## src/rtl/parking_controller.sv

```systemverilog
// Six-bay car park sequencer: lowest-free-bay allocation on entry,
// per-bay entry timestamps and iterative hourly fee on exit.
module parking_controller #(
    parameter int NUM_SLOTS = 6,
    parameter int TIME_W    = 11,
    parameter int FEE_W     = 11,
    parameter int RATE      = 10,
    parameter int MIN_HOUR  = 60
) (
    input  logic                 clk,
    input  logic                 rst_n,
    input  logic [TIME_W-1:0]    timer,
    input  logic                 in_req,
    input  logic                 out_req,
    input  logic [3:0]           out_slot,
    output logic                 busy,
    output logic                 done,
    output logic                 err,
    output logic [3:0]           slot_id,
    output logic [FEE_W-1:0]     fee,
    output logic [NUM_SLOTS-1:0] occupied,
    output logic                 full
);
    localparam int AW = TIME_W + 4;

    typedef enum logic [2:0] {
        IDLE,
        ALLOC,
        CAP,
        DIV,
        DONE
    } state_t;

    state_t            state;
    state_t            state_n;
    logic [TIME_W-1:0] stamp [NUM_SLOTS];
    logic [AW-1:0]     rem;
    logic [AW-1:0]     hrs;
    logic [3:0]        sel;
    logic [3:0]        free_id;
    logic              slot_ok;
    logic [TIME_W-1:0] sel_stamp;
    logic [AW-1:0]     u;
    logic [AW-1:0]     fee_raw;
    logic [FEE_W-1:0]  fee_sat;
    logic              hour_left;

    assign full      = &occupied;
    assign busy      = (state != IDLE);
    assign done      = (state == DONE);
    assign hour_left = (rem >= AW'(MIN_HOUR));

    // Scan from the top so the lowest free bay wins.
    always_comb begin
        free_id = '0;
        for (int i = NUM_SLOTS - 1; i >= 0; i--) begin
            if (!occupied[i]) free_id = 4'(i + 1);
        end
    end

    always_comb begin
        slot_ok   = 1'b0;
        sel_stamp = '0;
        for (int i = 0; i < NUM_SLOTS; i++) begin
            if (sel == 4'(i + 1)) begin
                slot_ok   = occupied[i];
                sel_stamp = stamp[i];
            end
        end
    end

    // Elapsed minutes modulo the timer width, so a wrapped timer is handled.
    assign u = AW'(TIME_W'(timer - sel_stamp));

    always_comb begin
        fee_raw = AW'(RATE) * (hrs + AW'(rem != '0));
        fee_sat = (fee_raw > AW'({FEE_W{1'b1}})) ? '1 : FEE_W'(fee_raw);
    end

    always_comb begin
        state_n = state;
        unique case (state)
            IDLE: begin
                if (out_req)     state_n = CAP;
                else if (in_req) state_n = ALLOC;
            end
            ALLOC: state_n = DONE;
            CAP:   state_n = slot_ok ? DIV : DONE;
            DIV:   state_n = hour_left ? DIV : DONE;
            DONE:  state_n = IDLE;
            default: state_n = IDLE;
        endcase
    end

    always_ff @(posedge clk or negedge rst_n) begin
        if (!rst_n) state <= IDLE;
        else        state <= state_n;
    end

    always_ff @(posedge clk or negedge rst_n) begin
        if (!rst_n) begin
            err      <= 1'b0;
            slot_id  <= '0;
            fee      <= '0;
            occupied <= '0;
            rem      <= '0;
            hrs      <= '0;
            sel      <= '0;
            for (int i = 0; i < NUM_SLOTS; i++) stamp[i] <= '0;
        end else begin
            unique case (state)
                IDLE: begin
                    if (out_req) sel <= out_slot;
                end
                ALLOC: begin
                    fee <= '0;
                    if (full) begin
                        err     <= 1'b1;
                        slot_id <= '0;
                    end else begin
                        err     <= 1'b0;
                        slot_id <= free_id;
                        for (int i = 0; i < NUM_SLOTS; i++) begin
                            if (free_id == 4'(i + 1)) begin
                                stamp[i]    <= timer;
                                occupied[i] <= 1'b1;
                            end
                        end
                    end
                end
                CAP: begin
                    if (!slot_ok) begin
                        err     <= 1'b1;
                        slot_id <= '0;
                        fee     <= '0;
                    end else begin
                        rem <= u;
                        hrs <= '0;
                    end
                end
                DIV: begin
                    if (hour_left) begin
                        rem <= rem - AW'(MIN_HOUR);
                        hrs <= hrs + 1'b1;
                    end else begin
                        fee     <= fee_sat;
                        slot_id <= sel;
                        err     <= 1'b0;
                        for (int i = 0; i < NUM_SLOTS; i++) begin
                            if (sel == 4'(i + 1)) occupied[i] <= 1'b0;
                        end
                    end
                end
                DONE: ;
                default: ;
            endcase
        end
    end
endmodule

```

## config.mk

```make
export PLATFORM = sky130hd
export DESIGN_NAME = parking_controller
export DESIGN_NICKNAME = d
export VERILOG_FILES = /design/src/rtl/parking_controller.sv
export SDC_FILE = /design/constraint.sdc
export NUM_CORES = 1
export LEC_CHECK = 0
export CORE_UTILIZATION = 54
export CTS_CLUSTER_SIZE = 24
export DETAILED_ROUTE_END_ITERATION = 12
export GPL_TIMING_DRIVEN = 0
export PLACE_DENSITY = 0.73
export SLEW_MARGIN = 10
export SYNTH_ARGS = -nofsm -noshare
export SYNTH_HDL_FRONTEND = slang
export SYNTH_SLANG_ARGS = --single-unit
```

## constraint.sdc

```tcl
create_clock -name clk -period 4.4 [get_ports clk]
set_input_delay 1.1 -clock clk [delete_from_list [all_inputs] [get_ports clk]]
set_output_delay 1.1 -clock clk [all_outputs]
set_load 0.005 [all_outputs]
```

# [Yosys cells after proc, flatten, opt, wreduce, memory -nomap -nowiden]
# Index checks and enable logic that the tools add are counted.
[classes] multipliers=1 n_lt_le_gt_ge=2 n_bitwise=1 n_mux=56 eq_ne=34 reduce_logical=22 n_addsub=4
[ops] cell="11-bit 2-to-1 mux" n=9
[ops] cell="15-bit 2-to-1 mux" n=4
[ops] cell="15-bit case mux with 2 select lines" n=2
[ops] cell="2-bit != test, second input constant" n=17
[ops] cell="11-bit case mux with 3 select lines" n=1
[ops] cell="5-bit AND reduction" n=6
[ops] cell="4-bit by 3-bit equality test with 1-bit output, second input constant" n=6
[ops] cell="4-bit 2-to-1 mux" n=6
[ops] cell="3-bit AND reduction" n=8
[ops] cell="1-bit 2-to-1 mux" n=21
[ops] cell="3-bit 2-to-1 mux" n=7
[ops] cell="4-bit by 2-bit equality test with 1-bit output, second input constant" n=4
[ops] cell="15-bit by 1-bit adder with 15-bit output" n=1
[ops] cell="15-bit by 1-bit adder with 15-bit output, second input constant" n=1
[ops] cell="15-bit by 6-bit greater-or-equal comparator with 1-bit output, second input constant" n=1
[ops] cell="15-bit by 11-bit > comparator with 1-bit output, second input constant" n=1
[ops] cell="3-bit by 15-bit multiplier with 14-bit output, first input constant" n=1
[ops] cell="15-bit nonzero test" n=1
[ops] cell="15-bit by 6-bit subtractor with 15-bit output, second input constant" n=1
[ops] cell="6-bit 2-to-1 mux" n=2
[ops] cell="3-bit case mux with 4 select lines" n=1
[ops] cell="4-bit case mux with 3 select lines" n=1
[ops] cell="6-bit case mux with 2 select lines" n=1
[ops] cell="11-bit subtractor" n=1
[ops] cell="12 further kinds" n=16
[word_totals] in_bits=19 wordCells=139 reg_bits=125 out_inout_bits=25

# [Depth between registers and ports, before layout]
[depth] ltp_word=10 depth_mapped=17 ltp_nobuf=17

# [Least setup slack after synthesis]
# OpenSTA, ideal clock, no wires.
[synth_timing] path_type="reg2reg" startpoint="register rem[10]" endpoint="register fee[5]" path_stages_with_launch=18 slack_ps=398 setup_time_ps=154 n_path_buf=0 synth_period_minus_slack_ps=4002 required_time_ps=4246 arrival_time_ps=3848 cell_sequence="dfrtp_1 -> or4_4 -> nor2_1 -> nand4_1 -> ha_1 -> ha_1 -> nand3_1 -> xor2_1 -> inv_1 -> ha_1 -> inv_1 -> fa_1 -> nor2b_1 -> o31ai_1 -> a21oi_1 -> mux2i_1 -> o21ai_1 -> o2111ai_1"
[synth_between] elab_chain_cells=7 elab_cells_between_ends=10 classes_between="1 x add/sub; 1 x mul; 2 x order compare; 1 x eq/ne; 3 x mux; 2 x reduce/logical"
[synth_lines] item="start: declaration" line_no="37" text="logic [AW-1:0] rem;"
[synth_lines] item="start signal: assignment" line_no="137" text="rem <= u;"
[synth_lines] item="start signal: assignment" line_no="143" text="rem <= rem - AW'(MIN_HOUR);"
[synth_lines] item="15-bit nonzero test" line_no="76" text="fee_raw = AW'(RATE) * (hrs + AW'(rem != '0));"
[synth_lines] item="15-bit by 1-bit adder with 15-bit output" line_no="76"
[synth_lines] item="3-bit by 15-bit multiplier with 14-bit output" line_no="76"
[synth_lines] item="15-bit by 11-bit > comparator with 1-bit output" line_no="77" text="fee_sat = (fee_raw > AW'({FEE_W{1'b1}})) ? '1 : FEE_W'(fee_raw);"
[synth_lines] item="11-bit 2-to-1 mux" line_no="77"
[synth_lines] item="11-bit 2-to-1 mux" line_no="142" text="if (hour_left) begin"
[synth_lines] item="11-bit case mux with 3 select lines" line_no="111" text="unique case (state)"
[synth_lines] item="end signal: assignment" line_no="146" text="fee <= fee_sat;"
[synth_lines] item="end: declaration" line_no="20" text="output logic [FEE_W-1:0] fee,"
# Several ways; a longest one is shown, not always the timed one. The select of a mux whose other input is x is not followed.
# A chain may end at the register's enable or synchronous reset.

# [Final worst setup path]
[layout_timing] startpoint="register rem[11]" endpoint="register fee[5]"
# Same word-level chain as after synthesis.

==> metrics <==
cell count after synthesis 711; FFs w/ async S/R, synth 1.000; core area 12820 um^2; largest net degree at the start of global routing 91; share of cells above drive strength 1 0.1937; post-layout util 0.6779; DRC viols 0; Crit Path Category flop to flop; Worst Setup End Kind flop; Area after DPL 7904 um^2; Pint 0.003366 W; crit start category flop; first-pass iteration count of the detailed router 5; Critical Path AT 4490 ps; Fin Clk Skew 10.29 ps; CTS tree built; Post-Route WL 17410 um; initial antenna violation count 0; Post-synth EDFFs 0; Slew HR 0.4266; Worst Path Max Fanout 10; Hold Fails Final Rpt 0; Clock Tree Root clkbuf_16; GRT Util Overall 0.2667; full die area 13850 um^2; Avg Vias per Cell 5.986; Slew Viols, Final 0; Final ANT Viol Nets 0; clk slew on worst S/H paths 60 ps; Crit path largest cell delay 560 ps; Worst-Margin Slew 860.1 ps; sequential share of the synthesized area 0.4292; nets 839; Synth top area share 0.4292; Slowest cell on crit path or4_4; cell area after layout 8693 um^2; vias in the first global route 5795; post-synth top area cell dfrtp_1; Placer Congestion 0.8666; Ant. Diodes 0; cts hold-fix bufs 0; syn_nets 767; Final Power 0.005291 W; Pleak 3.892 nW; post-layout min period 4202 ps; Final setup viols 0; clk_lat worst skew 420 ps; worst-path cell chain or4_4 -> nor2_1 -> nand4_1 -> ha_2 -> ha_2 -> nand3_4 -> xor2_2 -> inv_1 -> ha_1 -> ha_1 -> a211oi_1 -> o21bai_1 -> o221ai_1 -> a2bb2oi_1 -> o21ai_2 -> buf_4 -> o2111ai_1; PD cells 608.6 nW/um^2; DR iter-0 viols 587; clk sinks 124; Logic pwr share 0.402; Flop pwr share 0.324; Clock power frac 0.274; first-pass GRT wire length 29100 um; die width 117.7 um; Synth Area per Inst 10.17 um^2; Ys Warns 0; Area growth, synth to finish 20.25%; port buffer count 43; Tcrit/Tclk final 0.9550; Switching Share 0.3639; Req. time, crit path 4680 ps; CTS H-tree lvls 4; Hold Crit Class flop to flop; MaxCap Viol Count 0; Yosys cell types 76; worst-case clock buffer depth 2; Psw 0.001925 W; synthesized cell area 7229 um^2; Top-Level Pins 44; Die Y-Extent 117.7 um; setup total negative slack 0 ps; fmax 0.2380 GHz; ys flop type dfrtp_1; WHS 480.8 ps; dominant cells by area after synthesis dfrtp_1, mux2_2, ha_1; global route overflow 0; Avg WL per Cell 18.01 um; outcome complete, no violations; Seq cells post-synth 124; Vias 5788; CTS Buf Count 17; initial core utilization 0.5637; final HPWL from detailed placement 12100 um; FP Rows 41; VDD IR-drop max 0.3762 mV
[kinds of logic (layout without fill, tap and decap cells)]
| group | Yosys count | in the layout | synth area share |
|---|---|---|---|
| mux | 80 | 80 | 0.1222 |
| simple gates | 221 | 222 | 0.1568 |
| buf+inv | 58 | 141 | 0.03358 |
| flops | 124 | 124 | 0.4292 |
| xor+xnor | 37 | 37 | 0.04483 |
| compound gates | 154 | 154 | 0.1473 |
| fa+ha+maj | 37 | 37 | 0.06611 |
[path summary, 6_finish.rpt]
kind                       startpoint         end  slack [ps]  depth (start not counted)
max                           rem[11]      fee[5]         200                         17
min                        slot_id[2]  slot_id[2]         480                          2
max reg2reg                   rem[11]      fee[5]         200                         17
min reg2reg                slot_id[2]  slot_id[2]         480                          2
max in group asynchronous       rst_n      rem[6]        3050                          2
min in group asynchronous       rst_n     hrs[13]         580                          1
[sequential cells by signal, indices dropped and copies added, names as in the netlist]
register / flops
stamp: 66
rem: 15
hrs: 14
fee: 11
occupied: 6
sel: 4
slot_id: 4
state: 3
err: 1
[worst max-delay path, delay by kind of cell (launching register included)]
family | cells | cell delay, ps
fa+ha+maj | 4 | 1080
simple gates | 4 | 940
xor+xnor | 1 | 180
buf+inv | 2 | 250
compound gates | 6 | 1180
flops | 1 | 410
[synth_stat cells, types with 7 or more instances]
cell type  number
buf_2           8
o21ai_0        41
nor4_1         15
inv_1          24
nand2_1        59
nor2_1         53
a221oi_1        9
xnor2_1        23
nand3_1        26
ha_1           35
dfrtp_1       124
mux2_2         66
a211oi_1        7
clkbuf_1       20
xor2_1         14
a21oi_1        23
a21o_1          9
a22oi_1        11
nor3_1         16
mux2i_1        14
[final cells by class]
type | count | area, um^2
Buffer | 34 | 153.9
Clock buffer | 25 | 505.5
Clock inverter | 6 | 107.6
Fill cell | 1000 | 4131
Inverter | 24 | 90.09
Multi-Input combinational cell | 530 | 3998
Sequential cell | 124 | 3104
Tap cell | 172 | 215.2
Timing Repair Buffer | 52 | 519.2
[cell usage in the layout, fill, tap and decap left out, drive strengths merged, types with 16 or more instances in the layout]
cell           count
xnor2             23
nand3             29
dfrtp            124
clkbuf            46
nand2             60
ha                35
nor3              18
a21oi             23
buf               23
inv               24
mux2              66
nor2              53
nor4              16
o21ai             46
clkdlybuf4s50     42
[power by group through the flow]
| stage | clock [W] | sequential, W | combinational (W) |
|---|---|---|---|
| after floorplan | 0 | 0.00165 | 0.00148 |
| after global placement | 0 | 0.00169 | 0.00196 |
| after detailed placement | 0 | 0.00171 | 0.00203 |
| after CTS | 0.00147 | 0.00170 | 0.00207 |
| after global routing | 0.00152 | 0.00175 | 0.00236 |
| final | 0.00145 | 0.00171 | 0.00213 |
[layer usage]
metal  track usage  part of all wire
met1        0.3307              0.43
met2        0.4574              0.51
met3       0.05087             0.046
met4        0.1058             0.019
met5             0                 0
[per-stage QoR]
stage                     instances  worst slack [ps]
final                           967             198.2
after global routing            967           -0.6861
after CTS                       960             54.56
after detailed placement        927            -311.8
after global placement          926             -2509
after floorplan                 711             398.3
[what timing repair did]
action                     in CTS  in global routing
cloned                          0                  1
buffers inserted                2                  6
pin swaps                       1                  7
setup endpoints to repair      11                 16
gates resized for setup         4                 20
Power figures use the tool's default switching activity.
==> patch, RTL diff (same flow settings) <==
Re-encode `state_t` (5 states) as Gray code, 3 bits wide.
--- a/src/rtl/parking_controller.sv
+++ b/src/rtl/parking_controller.sv
@@ -25,9 +25,9 @@
 
     typedef enum logic [2:0] {
-        IDLE,
-        ALLOC,
-        CAP,
-        DIV,
-        DONE
+        IDLE  = 3'b000,
+        ALLOC = 3'b001,
+        CAP   = 3'b011,
+        DIV   = 3'b010,
+        DONE  = 3'b110
     } state_t;
 
Check against the original RTL: no difference found for any inputs over 4 cycles, from zero or initial values and one cycle with rst_n low; so few cycles prove little.
==> patch against the unedited design <==
- wire length down 1.7%
- fmax decreased by 0.59%
- sequential share of layout area rose by 0.75 points
- global-route usage increased by 0.056 points
- count of clock-buffer cells in the layout decreased by 2
- sequential cell count is the same
- clock power shrank 9.7%
- cell area fell by 2.1%
- total power up 6.2%
- area after synthesis fell by 1.4%
- non-clock buffer count rose by 3
- sequential power grew 2%
- setup slack lost 0.025 ns
==> patch: results (changes against the unedited design) <==
outcome:
  outcome: "complete, no violations"  # unchanged
yosys:
  synth_adder_area_share: 0.0670  # was 0.0661
  synthMuxAreaShare: 0.148  # was 0.122
  synth_xor_area_frac: 0.0553  # was 0.0448
  syn-num-nets: 724  # was 767
  ys_top_cells_by_count: "dfrtp_1 (124), mux2_2 (90), nor2_1 (45)"  # was dfrtp_1 (124), mux2_2 (66), nand2_1 (59)
  synth_compound_area_frac: 0.124  # was 0.147
power:
  power-per-cell-area_nw_per_um2: 660  # was 609 nW/um2
  sequentialPowerShare: 0.312  # was 0.324
  p_leak_uw: 0.00381  # was 0.00389 uW
  ir_worst_vdd_v: 0.000462  # was 0.000376 V
  p_int_uw: 3470  # was 3370 uW
clocking:
  cts_setup_buffers: 3  # was 2
  post_cts_resized: 12  # was 4
cells_and_area:
  nNetsFinal: 796  # was 839
  reg.largest.list: "stamp: 66 flops, rem: 15 flops, hrs: 14 flops"  # unchanged
  final_cells: 925  # was 967
  syn_to_final_growth_pct: 19.4  # was 20.2%
  drive_gt1_frac: 0.220  # was 0.194
drt:
  wl_met2_um: 8770  # was 8820 um
  routed_wirelength_um: 17100  # was 17400 um
  drtIter0Drc: 418  # was 587
  met1_length_um: 7330  # was 7460 um
  drt-pass1-iter-count: 6  # was 5
  via_count: 5507  # was 5788
grt:
  met2_usage: 0.461  # was 0.457
  grt_pass1_wl_um: 27400  # was 29100 um
  grt_max_degree: 67  # was 91
  globalRouteMet3Util: 0.0520  # was 0.0509
  grt_use_total: 0.267  # about the same
worst_hold_path:
  hold_end: "slot_id[3]"  # was slot_id[2]
  worstHoldStart: "slot_id[3]"  # was slot_id[2]
critical_path:
  arrival_ns: 4.54  # was 4.49 ns
  rrSetupSlack_ns: 0.17  # was 0.20 ns
  crit_path_max_fanout: 5  # was 10
  rr_worst_depth: 18  # was 17
  endpoint: "fee[4]"  # was fee[5]
placed_design:
  dpl_cell_area_um2: 7800  # was 7900 um2
  dp_cells: 884  # was 927
  dp_hpwl_um: 12000  # was 12100 um
sta:
  fin_hold_ws_ns: 0.484  # was 0.481 ns
  timing.fmax_mhz: 237  # was 238 MHz
  worstMarginPinSlew_ns: 0.828  # was 0.860 ns
  finClkSkew_ns: 0.00595  # was 0.0103 ns
-- patch: cell types whose count changed in the layout (fill, tap and decap cells not counted), moves of 10 or more --
cell      change
a222oi_1     +10
a22o_1       +17
a22oi_1      -10
inv_1        -10
mux2_2       +24
nand2_1      -21
nor2_1       -10
o21ai_0      -17
-- patch: area by class of cell --
type	instances	share of cell area
tap	172	0.0253
buffer	36	0.0203
sequential	124	0.365
multi-input combinational	494	0.456
timing repair buffer	53	0.0619
clock buffer	23	0.0550
inverter	14	0.00617
clock inverter	9	0.0106
-- patch: critical path: stages (launching register included) --
cell,delay (ns)
dfrtp_1,0.43
or4_4,0.54
nor2_4,0.11
nand4_1,0.15
ha_2,0.25
ha_2,0.21
nand3_2,0.10
xor2_2,0.19
inv_1,0.07
ha_1,0.31
ha_1,0.33
a211oi_2,0.22
o21ai_2,0.12
o31ai_2,0.26
mux2i_1,0.12
nor2_2,0.21
clkbuf_4,0.21
nand3b_1,0.09
a22o_1,0.20
